--- config.mk ---
export PLATFORM = sky130hd
export DESIGN_NAME = pipe_adder
export DESIGN_NICKNAME = d
export VERILOG_FILES = /design/src/rtl/pipe_adder_pkg.sv /design/src/rtl/adder_chunk.sv /design/src/rtl/full_adder.sv /design/src/rtl/pipe_adder.sv
export SDC_FILE = /design/constraint.sdc
export NUM_CORES = 1
export LEC_CHECK = 0
export ABC_CLOCK_PERIOD_IN_PS = 7400
export CORE_MARGIN = 2
export CORE_UTILIZATION = 50
export CTS_CLUSTER_SIZE = 30
export DETAILED_ROUTE_END_ITERATION = 8
export GPL_TIMING_DRIVEN = 0
export PLACE_DENSITY = 0.75
export SLEW_MARGIN = 10
export SYNTH_ARGS = -nofsm -noshare
export SYNTH_HDL_FRONTEND = slang
export SYNTH_SLANG_ARGS = --single-unit
--- constraint.sdc ---
create_clock -name clk -period 7.4 [get_ports clk]
set_input_delay 0.74 -clock clk [delete_from_list [all_inputs] [get_ports clk]]
set_output_delay 0.74 -clock clk [all_outputs]
set_load 0.02 [all_outputs]
--- src/rtl/pipe_adder_pkg.sv ---
// Shared defaults and chunk sizing for the pipelined adder.
// Imported by the RTL and the bench so both derive CHUNK the same way.
package pipe_adder_pkg;

    localparam int unsigned WIDTH_DEF  = 32;
    localparam int unsigned STAGES_DEF = 4;

    // Bits added by one pipeline stage; a zero stage count yields 0 so elaboration can report it.
    function automatic int unsigned chunk_w(input int unsigned width, input int unsigned stages);
        return (stages == 0) ? 0 : width / stages;
    endfunction

endpackage

--- src/rtl/adder_chunk.sv ---
// Combinational CHUNK-bit ripple adder built from full_adder cells.
// cmsb is the carry into the top bit, used for signed overflow at the MSB chunk.
module adder_chunk #(
    parameter int unsigned CHUNK = 8
) (
    input  logic [CHUNK-1:0] a,
    input  logic [CHUNK-1:0] b,
    input  logic             cin,
    output logic [CHUNK-1:0] sum,
    output logic             cout,
    output logic             cmsb
);

    logic [CHUNK:0] w_c;

    assign w_c[0] = cin;

    for (genvar i = 0; i < CHUNK; i++) begin : g_bit
        full_adder u_fa (
            .a    (a[i]),
            .b    (b[i]),
            .cin  (w_c[i]),
            .sum  (sum[i]),
            .cout (w_c[i+1])
        );
    end

    assign cout = w_c[CHUNK];
    assign cmsb = w_c[CHUNK-1];

endmodule

--- src/rtl/full_adder.sv ---
// 1-bit full adder cell, the building block of adder_chunk.
module full_adder (
    input  logic a,
    input  logic b,
    input  logic cin,
    output logic sum,
    output logic cout
);

    assign sum  = a ^ b ^ cin;
    assign cout = (a & b) | (cin & (a ^ b));

endmodule

--- src/rtl/pipe_adder.sv ---
// Pipelined WIDTH-bit ripple-carry adder: one CHUNK per stage, registered carry, valid/ready both sides.
// Define PIPE_ADDER_SUB_EN to add the in_sub port (computes A + ~B + 1).
module pipe_adder
    import pipe_adder_pkg::*;
#(
    parameter int unsigned WIDTH  = WIDTH_DEF,
    parameter int unsigned STAGES = STAGES_DEF
) (
    input  logic             clk,
    input  logic             rst_n,
    input  logic             in_valid,
    output logic             in_ready,
    input  logic [WIDTH-1:0] in_a,
    input  logic [WIDTH-1:0] in_b,
    input  logic             in_cin,
`ifdef PIPE_ADDER_SUB_EN
    input  logic             in_sub,
`endif
    output logic             out_valid,
    input  logic             out_ready,
    output logic [WIDTH-1:0] out_sum,
    output logic             out_cout,
    output logic             out_ovf
);

    localparam int unsigned CHUNK = chunk_w(WIDTH, STAGES);
    localparam int unsigned VW    = STAGES + 1;

    if (WIDTH < 1 || STAGES < 1 || (WIDTH % STAGES) != 0) begin : g_bad_cfg
        $error("pipe_adder: STAGES=%0d must be >= 1 and divide WIDTH=%0d", STAGES, WIDTH);
    end

    logic              w_adv;
    logic [WIDTH-1:0]  w_b_eff;
    logic              w_cin_eff;
    logic [STAGES:0]   r_vld;
    logic [STAGES-1:0] r_c;
    logic [STAGES-1:0] w_cout;
    logic [STAGES-1:0] w_cmsb;
    logic              w_unused_cmsb;
    logic              r_cout;
    logic              r_ovf;

    // Subtraction folds into the operand beat before it enters the pipe.
`ifdef PIPE_ADDER_SUB_EN
    assign w_b_eff   = in_sub ? ~in_b : in_b;
    assign w_cin_eff = in_sub | in_cin;
`else
    assign w_b_eff   = in_b;
    assign w_cin_eff = in_cin;
`endif

    // Whole pipe moves in lockstep; a held output freezes every register.
    assign w_adv     = ~r_vld[STAGES] | out_ready;
    assign in_ready  = w_adv;
    assign out_valid = r_vld[STAGES];
    assign out_cout  = r_cout;
    assign out_ovf   = r_ovf;

    // Only the MSB stage's carry-in matters for overflow.
    assign w_unused_cmsb = ^w_cmsb;

    always_ff @(posedge clk or negedge rst_n) begin
        if (!rst_n) begin
            r_vld  <= '0;
            r_c    <= '0;
            r_cout <= 1'b0;
            r_ovf  <= 1'b0;
        end else if (w_adv) begin
            r_vld  <= VW'({r_vld, in_valid});
            r_c    <= STAGES'({w_cout, w_cin_eff});
            r_cout <= w_cout[STAGES-1];
            r_ovf  <= w_cout[STAGES-1] ^ w_cmsb[STAGES-1];
        end
    end

    for (genvar k = 0; k < STAGES; k++) begin : g_stage
        localparam int unsigned AW = (k + 1) * CHUNK;
        localparam int unsigned SW = (STAGES - k) * CHUNK;

        // Operand skew line (k+1 deep) and result de-skew line (STAGES-k deep).
        logic [k:0][CHUNK-1:0]          r_a_dly;
        logic [k:0][CHUNK-1:0]          r_b_dly;
        logic [STAGES-1-k:0][CHUNK-1:0] r_s_dly;
        logic [CHUNK-1:0]               w_sum;

        adder_chunk #(
            .CHUNK (CHUNK)
        ) u_chunk (
            .a    (r_a_dly[k]),
            .b    (r_b_dly[k]),
            .cin  (r_c[k]),
            .sum  (w_sum),
            .cout (w_cout[k]),
            .cmsb (w_cmsb[k])
        );

        always_ff @(posedge clk or negedge rst_n) begin
            if (!rst_n) begin
                r_a_dly <= '0;
                r_b_dly <= '0;
                r_s_dly <= '0;
            end else if (w_adv) begin
                r_a_dly <= AW'({r_a_dly, in_a[k*CHUNK +: CHUNK]});
                r_b_dly <= AW'({r_b_dly, w_b_eff[k*CHUNK +: CHUNK]});
                r_s_dly <= SW'({r_s_dly, w_sum});
            end
        end

        assign out_sum[k*CHUNK +: CHUNK] = r_s_dly[STAGES-1-k];
    end

endmodule

### Yosys cells after proc, flatten, opt, wreduce, memory -nomap -nowiden

Cells that the tools add are included.

| cells by class | value |
|---|---|
| bitwise gates (word level) | 163 |

Operator list:

| operator | number |
|---|---|
| 1-bit XOR | 65 |
| 1-bit bitwise AND | 64 |
| 1-bit bitwise OR | 33 |
| 1-bit inverter | 1 |

| word-level totals | value |
|---|---|
| register bits after elaboration | 251 |
| input bits | 69 |
| output and inout bits | 36 |
| word-level logic and storage cells | 197 |

### Depth between registers and ports, before layout

| logic depth | value |
|---|---|
| word-level depth | 18 |
| mapped depth | 13 |
| depth with buffers taken out | 13 |

### By module

Synthesis repeated with hierarchy kept, for this count alone.

| unflattened totals | value |
|---|---|
| cell total of the unflattened synthesis | 588 |
| area total of the unflattened synthesis | 10341.2 um^2 |

Modules (own cells, without submodules):

| module | times used | cells an instance | area an instance (um^2) | seq. area each (um^2) |
|---|---|---|---|---|
| pipe_adder | 1 | 556 | 9700.6 | 6281.0 |
| full_adder | 32 | 1 | 20.0 | 0.0 |

### Worst setup path after synthesis

OpenSTA, ideal clock, no wires.

| timing path | value |
|---|---|
| kind | register to register |
| start point | register g_stage[3].r_a_dly[24] in the netlist's numbering |
| end point | register r_ovf (netlist: out_ovf) |
| library setup time | 0.127 ns |
| arrival | 3.943 ns |
| data required time | 7.273 ns |
| setup slack | 3.330 ns |
| cell stages (with the launch flop) | 14 |
| buffers on the path | 0 |
| period minus slack after synthesis | 4.070 ns |
| cell sequence | dfrtp_1 fa_1 fa_1 fa_1 fa_1 fa_1 inv_1 fa_1 inv_1 fa_1 inv_1 fa_1 xnor2_1 mux2_1 |

| on the way | value |
|---|---|
| longest elaborated chain between the ends | 18 |
| elaborated cells on any way between the ends | 19 |
| classes of those cells | bitwise (19) |

Ends and longest elaborated chain:

| element | RTL line | text |
|---|---|---|
| start: declaration | pipe_adder.sv:82 | `logic [k:0][CHUNK-1:0] r_a_dly;` |
| start signal: assignment | pipe_adder.sv:104 | `r_a_dly <= AW'({r_a_dly, in_a[k*CHUNK +: CHUNK]});` |
| 1-bit XOR | full_adder.sv:11 | `assign cout = (a & b) \| (cin & (a ^ b));` |
| 1-bit bitwise AND | full_adder.sv:11 |  |
| 1-bit bitwise OR * | full_adder.sv:11 |  |
| 1-bit bitwise AND * | full_adder.sv:11 |  |
| 1-bit bitwise OR * | full_adder.sv:11 |  |
| 1-bit bitwise AND * | full_adder.sv:11 |  |
| 1-bit bitwise OR * | full_adder.sv:11 |  |
| 1-bit bitwise AND * | full_adder.sv:11 |  |
| (+2 left out) | -- |  |
| 1-bit bitwise OR * | full_adder.sv:11 |  |
| 1-bit bitwise AND * | full_adder.sv:11 |  |
| 1-bit bitwise OR * | full_adder.sv:11 |  |
| 1-bit bitwise AND * | full_adder.sv:11 |  |
| 1-bit bitwise OR * | full_adder.sv:11 |  |
| 1-bit bitwise AND | full_adder.sv:11 |  |
| 1-bit bitwise OR | full_adder.sv:11 |  |
| 1-bit XOR * | pipe_adder.sv:73 | `r_ovf <= w_cout[STAGES-1] ^ w_cmsb[STAGES-1];` |
| end signal: assignment | pipe_adder.sv:73 |  |
| end: declaration | pipe_adder.sv:42 | `logic r_ovf;` |

Mark *: on every way between the ends. The rest lies on a longest branch, timed or not.
A chain may end at the register's enable or synchronous reset.

### Worst setup path after layout

Ends and elaborated chain as after synthesis.

==> results.md <==
- Die height: 147.3 µm
- Post-synthesis sequential area ratio: 61.16%
- RSZ-0062 raised after global routing: no
- Ys Warns: 0
- Worst-Margin Slew: 620.7 ps
- Initial antenna violation count: 0
- Placement-stage cell area: 11,710 µm²
- Ports: 105
- Final Slew Violations: 0
- Worst Path Buf+Inv: 3
- Full die area: 21,700 µm²
- Worst R2R End: out_ovf
- First-pass GRT wire length: 30.99 mm
- Final setup margin: 3061 ps
- Cell row count: 52
- Die width: 147.3 µm
- Post_cts resized: 0
- Final Cycle Share: 58.63%
- Design Power: 5.649 mW
- Pwr Density: 448.5 nW/µm²
- Syn-to-layout area delta: 22.64%
- Lkg Pwr: 5.394 nW
- Vias/cell: 5.039
- Layout net count: 864
- CTS tree: done
- Critical path cell sequence: fa_1 > fa_1 > fa_1 > fa_1 > fa_1 > inv_1 > fa_1 > inv_1 > fa_1 > inv_1 > fa_1 > xnor2_1 > mux2_1
- Hold Path Class: in -> async
- Clock root cell: clkbuf_16
- Headroom to the max-slew limit: 58.62%
- Num CTS Buffers: 27
- Peak supply drop: 240.4 µV
- Critical Path AT: 4740 ps
- Share of cells above drive strength 1: 37.13%
- Clock Pin Slew Worst Setup and Hold Paths: 60 ps
- Startpoint types: flip-flop
- Hold_buf cts: 0
- Setup CP Type: reg -> reg
- DRT Wirelength: 18.40 mm
- Syn Std Cell Area: 10,270 µm²
- Router iterations before antenna repair: 4
- Pre-CTS setup slack: 3099 ps
- Antenna fix cells: 0
- Number of port buffers: 104
- Most frequent cell on the critical path: fa_1
- Number of global-route vias before repair: 5,961
- Clock Path Buffers: 3
- Antenna-violating nets left: 0
- Detailed placement HPWL: 12.73 mm
- Clock sinks: 251
- Largest stage delay, worst path: 490 ps
- Area leader, netlist: dfrtp_1
- Clock Skew: 6.754 ps
- Iteration-0 DRC count of the detailed router: 236
- Initial core utilization: 50.92%
- Avg Inst Size Synth: 16.35 µm²
- Synth area leaders: dfrtp_1 (61%), mux2_2 (21%), fa_1 (6.2%)
- Drc violations: 0
- Total nets after synthesis: 729
- CP delay by family, top: adder cells
- Final non-filler cell area: 12,590 µm²
- FF-to-FF setup slack: 3060 ps
- Final period demand of the worst path: 4339 ps
- Max Cap Viol: 0
- R2R depth: 13
- Cell variety after synth: 16
- Yosys reg bits: 251
- Wire length per cell: 17.50 µm
- Total global routing overflow: 0
- CP Capture Type: flip-flop
- Util after Layout: 62.44%
- Setup Buffers After CTS: 0
- WP data required: 7810 ps
- Status: finished, final reports clean
- H-tree levels: 1
- Crit-path max FO: 2
- Fmax: 0.2305 GHz
- Slowest CP cell: fa_1
- Total Routing Usage GR: 17.95%
- Routed vias: 5,296
- GPL Wtd Cong: 0.7580
- Largest net degree at the start of global routing: 122
- Fin. Hold Viols: 0
- Share of the synthesized area in the top cell type: 61.16%
- Final-report setup violation count: 0
- RR Startpoint: g_stage[3].r_a_dly[24]
- Syn Inst Count: 628
- Worst skew pair latency: 520 ps
- Area of the core: 20,170 µm²
worst max-delay path by stage:
stage / from / endpoint / depth (start not counted)
floorplan: g_stage[3].r_a_dly[24] / out_ovf / 13
global placement: rst_n / g_stage[0].r_a_dly[1] / 1
detailed placement: g_stage[3].r_a_dly[24] / out_ovf / 13
CTS: g_stage[3].r_a_dly[24] / out_ovf / 13
global route: g_stage[3].r_a_dly[24] / out_ovf / 13
finish: g_stage[3].r_a_dly[24] / out_ovf / 13
flip-flops by register name, summed over array words and instances, names as in the netlist:
name,count
g_stage.r_a_dly,80
g_stage.r_b_dly,80
g_stage.r_s_dly,56
out_sum,24
r_vld,5
r_c,4
out_cout,1
out_ovf,1
final cells by class:
type	count	area, µm²
timing repair buffer	106	1101
sequential	251	6281
buffer	53	390.4
clock buffer	39	790.8
clock inverter	8	95.09
fill	1479	7575
tap	270	337.8
inverter	29	108.9
multi-input combinational	295	3490
synthesized netlist by cell type (all sizes together):
cell	number
dfrtp	251
mux2	238
buf	51
fa	32
inv	29
a21oi	10
nor3b	10
clkbuf	2
mux2i	2
nand2b	1
nor2b	1
xnor2	1
per-layer routing:
metal	global-route usage, %	up-vias	part of all wire, %
li1	-	2388	-
met1	23.58	2769	43
met2	30.91	101	51
met3	3.261	38	3.8
met4	5.096	0	2.7
met5	0	-	0
logic make-up (layout without fill, tap and decap cells):
group | count (synthesis) | in the layout | synth area share [%]
AO/OA/AOI/OAI | 10 | 10 | 0.4873
AND/OR/NAND/NOR | 12 | 12 | 0.8772
flip-flops | 251 | 251 | 61.16
buffers and inverters | 82 | 235 | 4.861
multiplexers | 240 | 240 | 26.29
XOR/XNOR | 1 | 1 | 0.08530
adder cells (fa/ha/maj) | 32 | 32 | 6.238
stage by stage:
stage	hold WS (ps)	TNS, ps	cells
6_report	37.74	0	1051
5_1_grt	30.02	0	1051
4_1_cts	21.36	0	1051
3_5_place_dp	459.0	0	1004
3_3_place_gp	441.8	-1063960	1002
2_1_floorplan	426.5	0	628
cell usage in the layout (no fill, tap or decap):
master,synthesis,routed
clkbuf_16,0,27
buf_6,6,6
inv_1,28,28
buf_4,36,36
dfrtp_1,251,251
mux2_2,192,192
mux2_1,46,46
buf_8,0,1
clkinv_2,0,4
a21oi_1,10,10
clkbuf_8,0,7
nor3b_1,10,10
xnor2_1,1,1
clkdlybuf4s50_1,0,103
clkinvlp_4,0,2
nand2b_1,1,1
fa_1,32,32
bufinv_16,0,2
clkbuf_1,2,7
nor2b_2,1,1
buf_2,9,9
mux2i_1,2,2
buf_16,0,2
inv_2,1,1
power by group:
part	internal [mW]	switching, mW	total (mW)	leakage, nW
Sequential	1.99	0.340	2.33	2.92
Combinational	1.16	0.836	1.99	2.04
Clock	0.805	0.519	1.32	0.433
Power figures use the tool's default switching activity.
